**src/rtl/fetch_unit.sv**
```systemverilog
// rtl/fetch_unit.sv - instruction fetch stage: PC owner, imem request, skid-buffered decode output
//
// Ports:
//   i_clk, i_rst_n              clock (rising edge), asynchronous active-low reset
//   i_redirect, i_redirect_pc   one-cycle taken-branch pulse and its resolved target
//   i_halt                      decode holds HALT; stop fetching for good
//   o_imem_req, o_imem_addr     fetch request and address (stable while outstanding)
//   i_imem_rdy, i_imem_data     memory completes the current request this cycle
//   i_id_stall                  decode cannot take the if_* outputs this cycle
//   o_if_valid, o_if_instr      decode-side instruction (NOP_INSTR when not valid)
//   o_if_pc, o_if_pc_inc        address of o_if_instr and that address + 2
module fetch_unit #(
    parameter logic [15:0] RESET_PC  = 16'h0000,
    parameter logic [15:0] NOP_INSTR = 16'h0800
) (
    input  logic        i_clk,
    input  logic        i_rst_n,
    input  logic        i_redirect,
    input  logic [15:0] i_redirect_pc,
    input  logic        i_halt,
    output logic        o_imem_req,
    output logic [15:0] o_imem_addr,
    input  logic        i_imem_rdy,
    input  logic [15:0] i_imem_data,
    input  logic        i_id_stall,
    output logic        o_if_valid,
    output logic [15:0] o_if_instr,
    output logic [15:0] o_if_pc,
    output logic [15:0] o_if_pc_inc
);

    typedef enum logic [1:0] {
        ST_FETCH  = 2'd0,
        ST_HOLD   = 2'd1,
        ST_DRAIN  = 2'd2,
        ST_HALTED = 2'd3
    } state_t;

    state_t      r_state,      w_state_nxt;
    logic [15:0] r_pc,         w_pc_nxt;
    logic        r_req_busy,   w_req_busy_nxt;
    logic [15:0] r_req_addr,   w_req_addr_nxt;
    logic        r_kill,       w_kill_nxt;
    logic        r_out_valid,  w_out_valid_nxt;
    logic [15:0] r_out_instr,  w_out_instr_nxt;
    logic [15:0] r_out_pc,     w_out_pc_nxt;
    logic        r_skid_valid, w_skid_valid_nxt;
    logic [15:0] r_skid_instr, w_skid_instr_nxt;
    logic [15:0] r_skid_pc,    w_skid_pc_nxt;

    logic        w_imem_req;
    logic [15:0] w_addr;
    logic        w_resp;
    logic        w_start;
    logic        w_pending;
    logic        w_consume;
    logic        w_halted;
    logic        w_do_redirect;
    logic        w_do_halt;

    assign w_imem_req    = (r_state == ST_FETCH) | ((r_state == ST_DRAIN) & r_req_busy);
    assign w_addr        = r_req_busy ? r_req_addr : r_pc;
    assign w_resp        = w_imem_req & i_imem_rdy;
    assign w_start       = w_imem_req & ~r_req_busy;
    // A request that will still be outstanding after this edge, including one
    // starting right now: its eventual response belongs to the old path.
    assign w_pending     = w_imem_req & ~i_imem_rdy;
    assign w_consume     = r_out_valid & ~i_id_stall;
    assign w_halted      = (r_state == ST_HALTED);
    assign w_do_redirect = i_redirect & ~w_halted;
    assign w_do_halt     = i_halt & ~i_redirect & ~w_halted;

    // Request is forced low during reset even though the FSM sits in FETCH.
    assign o_imem_req  = w_imem_req & i_rst_n;
    assign o_imem_addr = w_addr;
    assign o_if_valid  = r_out_valid;
    assign o_if_instr  = r_out_valid ? r_out_instr : NOP_INSTR;
    assign o_if_pc     = r_out_pc;
    assign o_if_pc_inc = r_out_pc + 16'd2;

    always_comb begin
        w_state_nxt      = r_state;
        w_pc_nxt         = r_pc;
        w_req_busy_nxt   = r_req_busy;
        w_req_addr_nxt   = r_req_addr;
        w_kill_nxt       = r_kill;
        w_out_valid_nxt  = r_out_valid;
        w_out_instr_nxt  = r_out_instr;
        w_out_pc_nxt     = r_out_pc;
        w_skid_valid_nxt = r_skid_valid;
        w_skid_instr_nxt = r_skid_instr;
        w_skid_pc_nxt    = r_skid_pc;

        // Handshake bookkeeping runs regardless of redirect/halt so the
        // address stays pinned until memory actually completes.
        if (w_resp) begin
            w_req_busy_nxt = 1'b0;
        end else if (w_start) begin
            w_req_busy_nxt = 1'b1;
            w_req_addr_nxt = r_pc;
        end

        if (w_do_redirect) begin
            w_pc_nxt         = i_redirect_pc;
            w_out_valid_nxt  = 1'b0;
            w_skid_valid_nxt = 1'b0;
            w_kill_nxt       = w_pending;
            w_state_nxt      = ST_FETCH;
        end else if (w_do_halt) begin
            w_out_valid_nxt  = 1'b0;
            w_skid_valid_nxt = 1'b0;
            w_kill_nxt       = w_pending;
            w_state_nxt      = w_pending ? ST_DRAIN : ST_HALTED;
        end else begin
            case (r_state)
                ST_FETCH: begin
                    if (w_resp && !r_kill) begin
                        w_pc_nxt = r_pc + 16'd2;
                        if (!r_out_valid || w_consume) begin
                            w_out_valid_nxt = 1'b1;
                            w_out_instr_nxt = i_imem_data;
                            w_out_pc_nxt    = w_addr;
                        end else begin
                            w_skid_valid_nxt = 1'b1;
                            w_skid_instr_nxt = i_imem_data;
                            w_skid_pc_nxt    = w_addr;
                            w_state_nxt      = ST_HOLD;
                        end
                    end else begin
                        if (w_resp) begin
                            w_kill_nxt = 1'b0;
                        end
                        if (w_consume) begin
                            w_out_valid_nxt = 1'b0;
                        end
                    end
                end
                ST_HOLD: begin
                    if (w_consume) begin
                        w_out_valid_nxt  = 1'b1;
                        w_out_instr_nxt  = r_skid_instr;
                        w_out_pc_nxt     = r_skid_pc;
                        w_skid_valid_nxt = 1'b0;
                        w_state_nxt      = ST_FETCH;
                    end
                end
                ST_DRAIN: begin
                    if (w_resp) begin
                        w_kill_nxt  = 1'b0;
                        w_state_nxt = ST_HALTED;
                    end
                end
                default: begin
                    w_out_valid_nxt = 1'b0;
                end
            endcase
        end
    end

    always_ff @(posedge i_clk or negedge i_rst_n) begin
        if (!i_rst_n) begin
            r_state      <= ST_FETCH;
            r_pc         <= RESET_PC;
            r_req_busy   <= 1'b0;
            r_req_addr   <= RESET_PC;
            r_kill       <= 1'b0;
            r_out_valid  <= 1'b0;
            r_out_instr  <= NOP_INSTR;
            r_out_pc     <= 16'h0000;
            r_skid_valid <= 1'b0;
            r_skid_instr <= NOP_INSTR;
            r_skid_pc    <= 16'h0000;
        end else begin
            r_state      <= w_state_nxt;
            r_pc         <= w_pc_nxt;
            r_req_busy   <= w_req_busy_nxt;
            r_req_addr   <= w_req_addr_nxt;
            r_kill       <= w_kill_nxt;
            r_out_valid  <= w_out_valid_nxt;
            r_out_instr  <= w_out_instr_nxt;
            r_out_pc     <= w_out_pc_nxt;
            r_skid_valid <= w_skid_valid_nxt;
            r_skid_instr <= w_skid_instr_nxt;
            r_skid_pc    <= w_skid_pc_nxt;
        end
    end

endmodule

```
**config.mk**
```make
export PLATFORM = sky130hd
export DESIGN_NAME = fetch_unit
export DESIGN_NICKNAME = d
export VERILOG_FILES = /design/src/rtl/fetch_unit.sv
export SDC_FILE = /design/constraint.sdc
export NUM_CORES = 1
export LEC_CHECK = 0
export BUFFER_PORTS_ARGS = -buffer_cell sky130_fd_sc_hd__buf_2
export CAP_MARGIN = 15
export CORE_ASPECT_RATIO = 0.7
export CORE_MARGIN = 5
export CORE_UTILIZATION = 60
export DETAILED_ROUTE_END_ITERATION = 8
export PLACE_DENSITY = 0.9
export SLEW_MARGIN = 20
export SYNTH_ARGS = -nofsm -noshare
export SYNTH_HDL_FRONTEND = slang
export SYNTH_SLANG_ARGS = --single-unit
```
**constraint.sdc**
```tcl
create_clock -name i_clk -period 3.93 [get_ports i_clk]
set_input_delay 0.786 -clock i_clk [delete_from_list [all_inputs] [get_ports i_clk]]
set_output_delay 0.786 -clock i_clk [all_outputs]
set_load 0.01 [all_outputs]
```
# ---- After elaboration in Yosys (flattened, before gate mapping)
# Index checks and enable logic that the tools add are counted.
dict set report classes {
  bitwise 19
  n_div 0
  n_reduce_logical 18
  n_lt_le_gt_ge 0
  addsub 2
  n_eq_ne 15
  mux 36
  mul 0
  shifts 0
}
# op count
set ops {}
lappend ops {{$mux W16} 12}
lappend ops {{$pmux W16 S2} 2}
lappend ops {{$add A16 B2 Y16 const B} 2}
lappend ops {{$ne A4 B4 Y1 const B} 4}
lappend ops {{$mux W1} 13}
lappend ops {{$mux W2} 6}
lappend ops {{$ne A5 B4 Y1 const B} 2}
lappend ops {{$reduce_and A5 Y1} 2}
lappend ops {{$and A1 B1 Y1} 9}
lappend ops {{$not A1 Y1} 9}
lappend ops {{$reduce_bool A2 Y1} 4}
lappend ops {{$pmux W2 S3} 1}
lappend ops {{$reduce_and A6 Y1} 1}
lappend ops {{$reduce_bool A5 Y1} 1}
lappend ops {{$eq A2 B2 Y1 const B} 2}
lappend ops {{$ne A2 B1 Y1 const B} 2}
lappend ops {{$ne A2 B2 Y1 const B} 2}
lappend ops {{$ne A4 B3 Y1 const B} 1}
lappend ops {{$reduce_and A2 Y1} 2}
lappend ops {{$reduce_and A4 Y1} 1}
lappend ops {{$reduce_bool A4 Y1} 1}
lappend ops {{$ne A3 B3 Y1 const B} 1}
lappend ops {{$pmux W1 S3} 1}
lappend ops {{$reduce_and A3 Y1} 1}
lappend ops {{other kinds (7)} 8}
dict set report totals {
  ff_bits 101
  ramBits 0
  out_inout_bits 66
  inputBits 38
  latchBits 0
  romBits 0
  memories 0
  wordCells 100
}

# ---- Longest topological paths before layout
dict set report logic_depth {
  ltp_word 9
  ltp_mapped 7
  depth_no_buf 5
}

# ---- Worst setup path after synthesis
# No wires, ideal clock.
dict set report synth_timing {
  path_type {register to output}
  start {register r_out_pc[1] (netlist: o_if_pc[1])}
  end {output o_if_pc_inc[15]}
  required_ns 3.144
  slack_ns 1.770
  arrival_time_ns 1.374
  n_path_buf 0
  stages_incl_launch_ff 6
  cell_sequence {dfrtp_1 ha_1 inv_1 nor3_1 nand4_1 xnor2_1}
}
dict set report synth_via {
  elab_chain_len 1
}
# element line
set synth_lines {}
lappend synth_lines {{start, declared} 46} ;# logic [15:0] r_out_pc, w_out_pc_nxt;
lappend synth_lines {{start signal, assigned} 181} ;# r_out_pc <= w_out_pc_nxt;
lappend synth_lines {{$add A16 B2 Y16} 79} ;# assign o_if_pc_inc = r_out_pc + 16'd2;
lappend synth_lines {{end, declared} 29} ;# output logic [15:0] o_if_pc_inc
# Every way passes these cells.

# ---- Worst setup path after layout
dict set report layout_timing {
  start {register r_req_busy}
  end {output o_imem_addr[13]}
}
dict set report layout_via {
  elab_chain_len 1
}
# element line
set layout_lines {}
lappend layout_lines {{start, declared} 41} ;# logic r_req_busy, w_req_busy_nxt;
lappend layout_lines {{start signal, assigned} 176} ;# r_req_busy <= w_req_busy_nxt;
lappend layout_lines {{$mux W16} 62} ;# assign w_addr = r_req_busy ? r_req_addr : r_pc;
lappend layout_lines {{end, declared} 22} ;# output logic [15:0] o_imem_addr,
# Every way passes these cells.

==> flow_summary.toml <==
[detailed_routing]
drcViolationCount = 0
postRouteAntennaNets = 0
vias = 4157
dr.pass1.iters = 5
drt_iter0_markers = 376
avgViaCountPerCell = 5.75
avgRoutedWirePerCell_um = 17.0
drt_wl_total_mm = 12.3

[place]
place_area_mm2 = 0.00572
portBuffers = 103
hpwl_mm = 8.77
dp_cells = 707
gp_congestion = 0.860

[sta]
fin_tns_setup_ns = 0
max_freq_mhz = 344
tightest_slew_ns = 1.06
finalCritPeriodShare_pct = 73.9
setup_violations = 0
fin_worst_skew_ns = 0.00841
relSlewSlack_pct = 29.0
slew_violations = 0
min_period_ns = 2.90
rsz0062_at_grt = "false"
hold_viol_final = 0

[cells_and_area]
regArea_mm2 = 0.00253
final_area_mm2 = 0.00602
fillers = 641
drive_gt1_share_pct = 28.5
multi_input_area_mm2 = 0.00239
antennaDiodeCount = 0
syn_to_final_growth_pct = 16.1
layout.cells.non_filler = 723
fin_util_pct = 71.3
fin_nets = 638

[synthesis]
ys_ff_latch = 101
netlist_area_mm2 = 0.00518
synth_area_leaders = "dfrtp_1 48%, mux2_2 7.0%, mux2i_1 6.4%"
ys_top_cells_by_count = "99 x dfrtp_1, 49 x nand2_1, 45 x nor2_1"
yosysSeqAreaShare_pct = 48.8
synth-edff-count = 0
synth_most_common_cell = "dfrtp_1"
synth_top_area_share_pct = 47.8
synthDistinctLibCells = 56
synth_ff_type = "dfrtp_1"
yosysTopAreaCell = "dfrtp_1"
synth_cells = 511
synth_fp_nets = 551
synthArstFlopShare_pct = 100
synth.avg_cell_area_um2 = 10.1
yosys_warnings = 0

[floorplan]
design.core.area_mm2 = 0.00844
die_w_um = 121
pin_count = 104
die_area_mm2 = 0.0106
initial_core_util_pct = 61.4
num_rows = 28
fp.dieH_um = 87.8

[global_route]
antenna_found_initial = 0
grt_pass1_vias = 4106
grt_max_degree = 57
grtUsageTotal_pct = 23.9
overflow = 0
grt_pass1_wl_mm = 20.2

[setup_path]
start_kind = "register"
path_delay_family = "flip-flops"
setup.worst_path.class = "reg -> out"
worstPathBufferInverterCount = 2
endpoint_kind = "output pin"
cp_data_arrival_time_ns = 2.12
cp_slowest_stage_delay_ns = 1.03
crit_required_ns = 3.14
crit_path_cell_trace = "mux2i_1 -> inv_1 -> buf_2"
critPathSlowestCell = "dfrtp_1"
path_max_fanout = 20

[cts]
post_cts_buffers = 0
clkLatencyLatePin_ns = 0.34
root_buffer = "clkbuf_16"
cts_tree = "done"
cts_hold_buf = 0
ctsLongestPathBuffers = 2
path_clk_slew_ns = 0.07
cts.sinks = 101
cts-buffers-inserted = 9
cts_max_level = 3
cts_resized = 0

[flow_run]
maxCapViolCount = 0

[pwr]
finalPower_uw = 4030
peakVddDrop_v = 0.000413
leakage_uw = 0.00284
pwr_density_cell_mw_per_mm2 = 670

[status]
status = "complete, no violations"

[hold_path]
hold_path_class = "in -> async"
-- area by class of cell --
type	count	area share (%)
Sequential cell	101	42.0
Multi-Input combinational cell	357	39.7
Timing Repair Buffer	108	9.57
Clock buffer	11	3.87
Tap cell	120	2.50
Inverter	21	1.31
Clock inverter	5	1.02
-- logic make-up after synthesis --
logic type,share of synthesized area (%)
xor+xnor,2.20
fa+ha+maj,0.483
flops,48.8
compound gates,14.7
simple gates,15.1
buf+inv,5.43
mux,13.3
-- metal layers --
metal / share of wire, % / routed length (um) / vias up / track usage [%]
li1: - / - / 1959 / -
met3: 6.7 / 827 / 16 / 6.13
met1: 45 / 5500 / 2042 / 32.4
met2: 47 / 5820 / 140 / 38.9
met4: 1.2 / 142 / 0 / 6.69
met5: 0 / 0 / - / 0
-- worst register-to-register path, delay by kind of cell, from the launching register on --
| family | cells | cell delay [ns] |
|---|---|---|
| AO/OA/AOI/OAI | 2 | 0.96 |
| buffers and inverters | 1 | 0.37 |
| flip-flops | 1 | 0.77 |
| AND/OR/NAND/NOR | 2 | 0.27 |
-- state kept, by name, summed over array words and instances, names as in the netlist --
name and flops:
o_if_pc 16, r_out_instr 16, r_pc 16, r_req_addr 16
r_skid_instr 16, r_skid_pc 16, r_state 2, o_if_valid 1
r_kill 1, r_req_busy 1
-- cells in the final DEF (no fill, tap or decap), types with 2 or more instances in the layout --
| master | count |
|---|---|
| o21ai_1 | 2 |
| and3_1 | 3 |
| a22oi_1 | 2 |
| o31ai_1 | 4 |
| mux2i_1 | 33 |
| dfrtp_1 | 99 |
| buf_2 | 102 |
| and2_1 | 17 |
| clkbuf_1 | 2 |
| o22ai_1 | 4 |
| nor4_4 | 2 |
| nor2_1 | 45 |
| a311oi_1 | 5 |
| ha_1 | 2 |
| inv_1 | 21 |
| xor2_1 | 3 |
| nor3_1 | 7 |
| nand4_1 | 4 |
| o21ai_0 | 40 |
| buf_4 | 5 |
| nand2_1 | 49 |
| dfstp_2 | 2 |
| mux2_2 | 32 |
| nor3b_1 | 2 |
| clkbuf_16 | 9 |
| xnor2_1 | 10 |
| o2bb2ai_1 | 4 |
| a21oi_1 | 43 |
| nand3_1 | 14 |
| clkinvlp_4 | 3 |
| a31oi_1 | 3 |
| a21oi_2 | 4 |
-- metrics by stage --
stage | hold WS, ns | setup slack, ns
2_1_floorplan | 0.442 | 1.77
3_3_place_gp | 0.457 | 1.41
3_5_place_dp | 0.466 | 1.30
4_1_cts | 0.470 | 1.01
5_1_grt | 0.493 | 0.879
6_report | 0.450 | 1.03
-- worst paths after layout --
path | from | to | slack (ns) | depth (start not counted)
max reg2reg | r_state[0] | r_out_instr[12] | 1.47 | 5
max in group asynchronous | i_rst_n | r_req_addr[10] | 2.33 | 2
max | r_req_busy | o_imem_addr[13] | 1.03 | 3
min in group i_clk | r_out_instr[3] | r_out_instr[3] | 0.48 | 2
min | i_rst_n | r_state[0] | 0.45 | 1
min reg2reg | r_out_instr[3] | r_out_instr[3] | 0.48 | 2
-- power breakdown --
part | total, uW | internal [uW] | switching [uW]
logic | 1430 | 625 | 803
registers | 1730 | 1360 | 371
clock network | 876 | 495 | 380
Power figures use the tool's default switching activity.
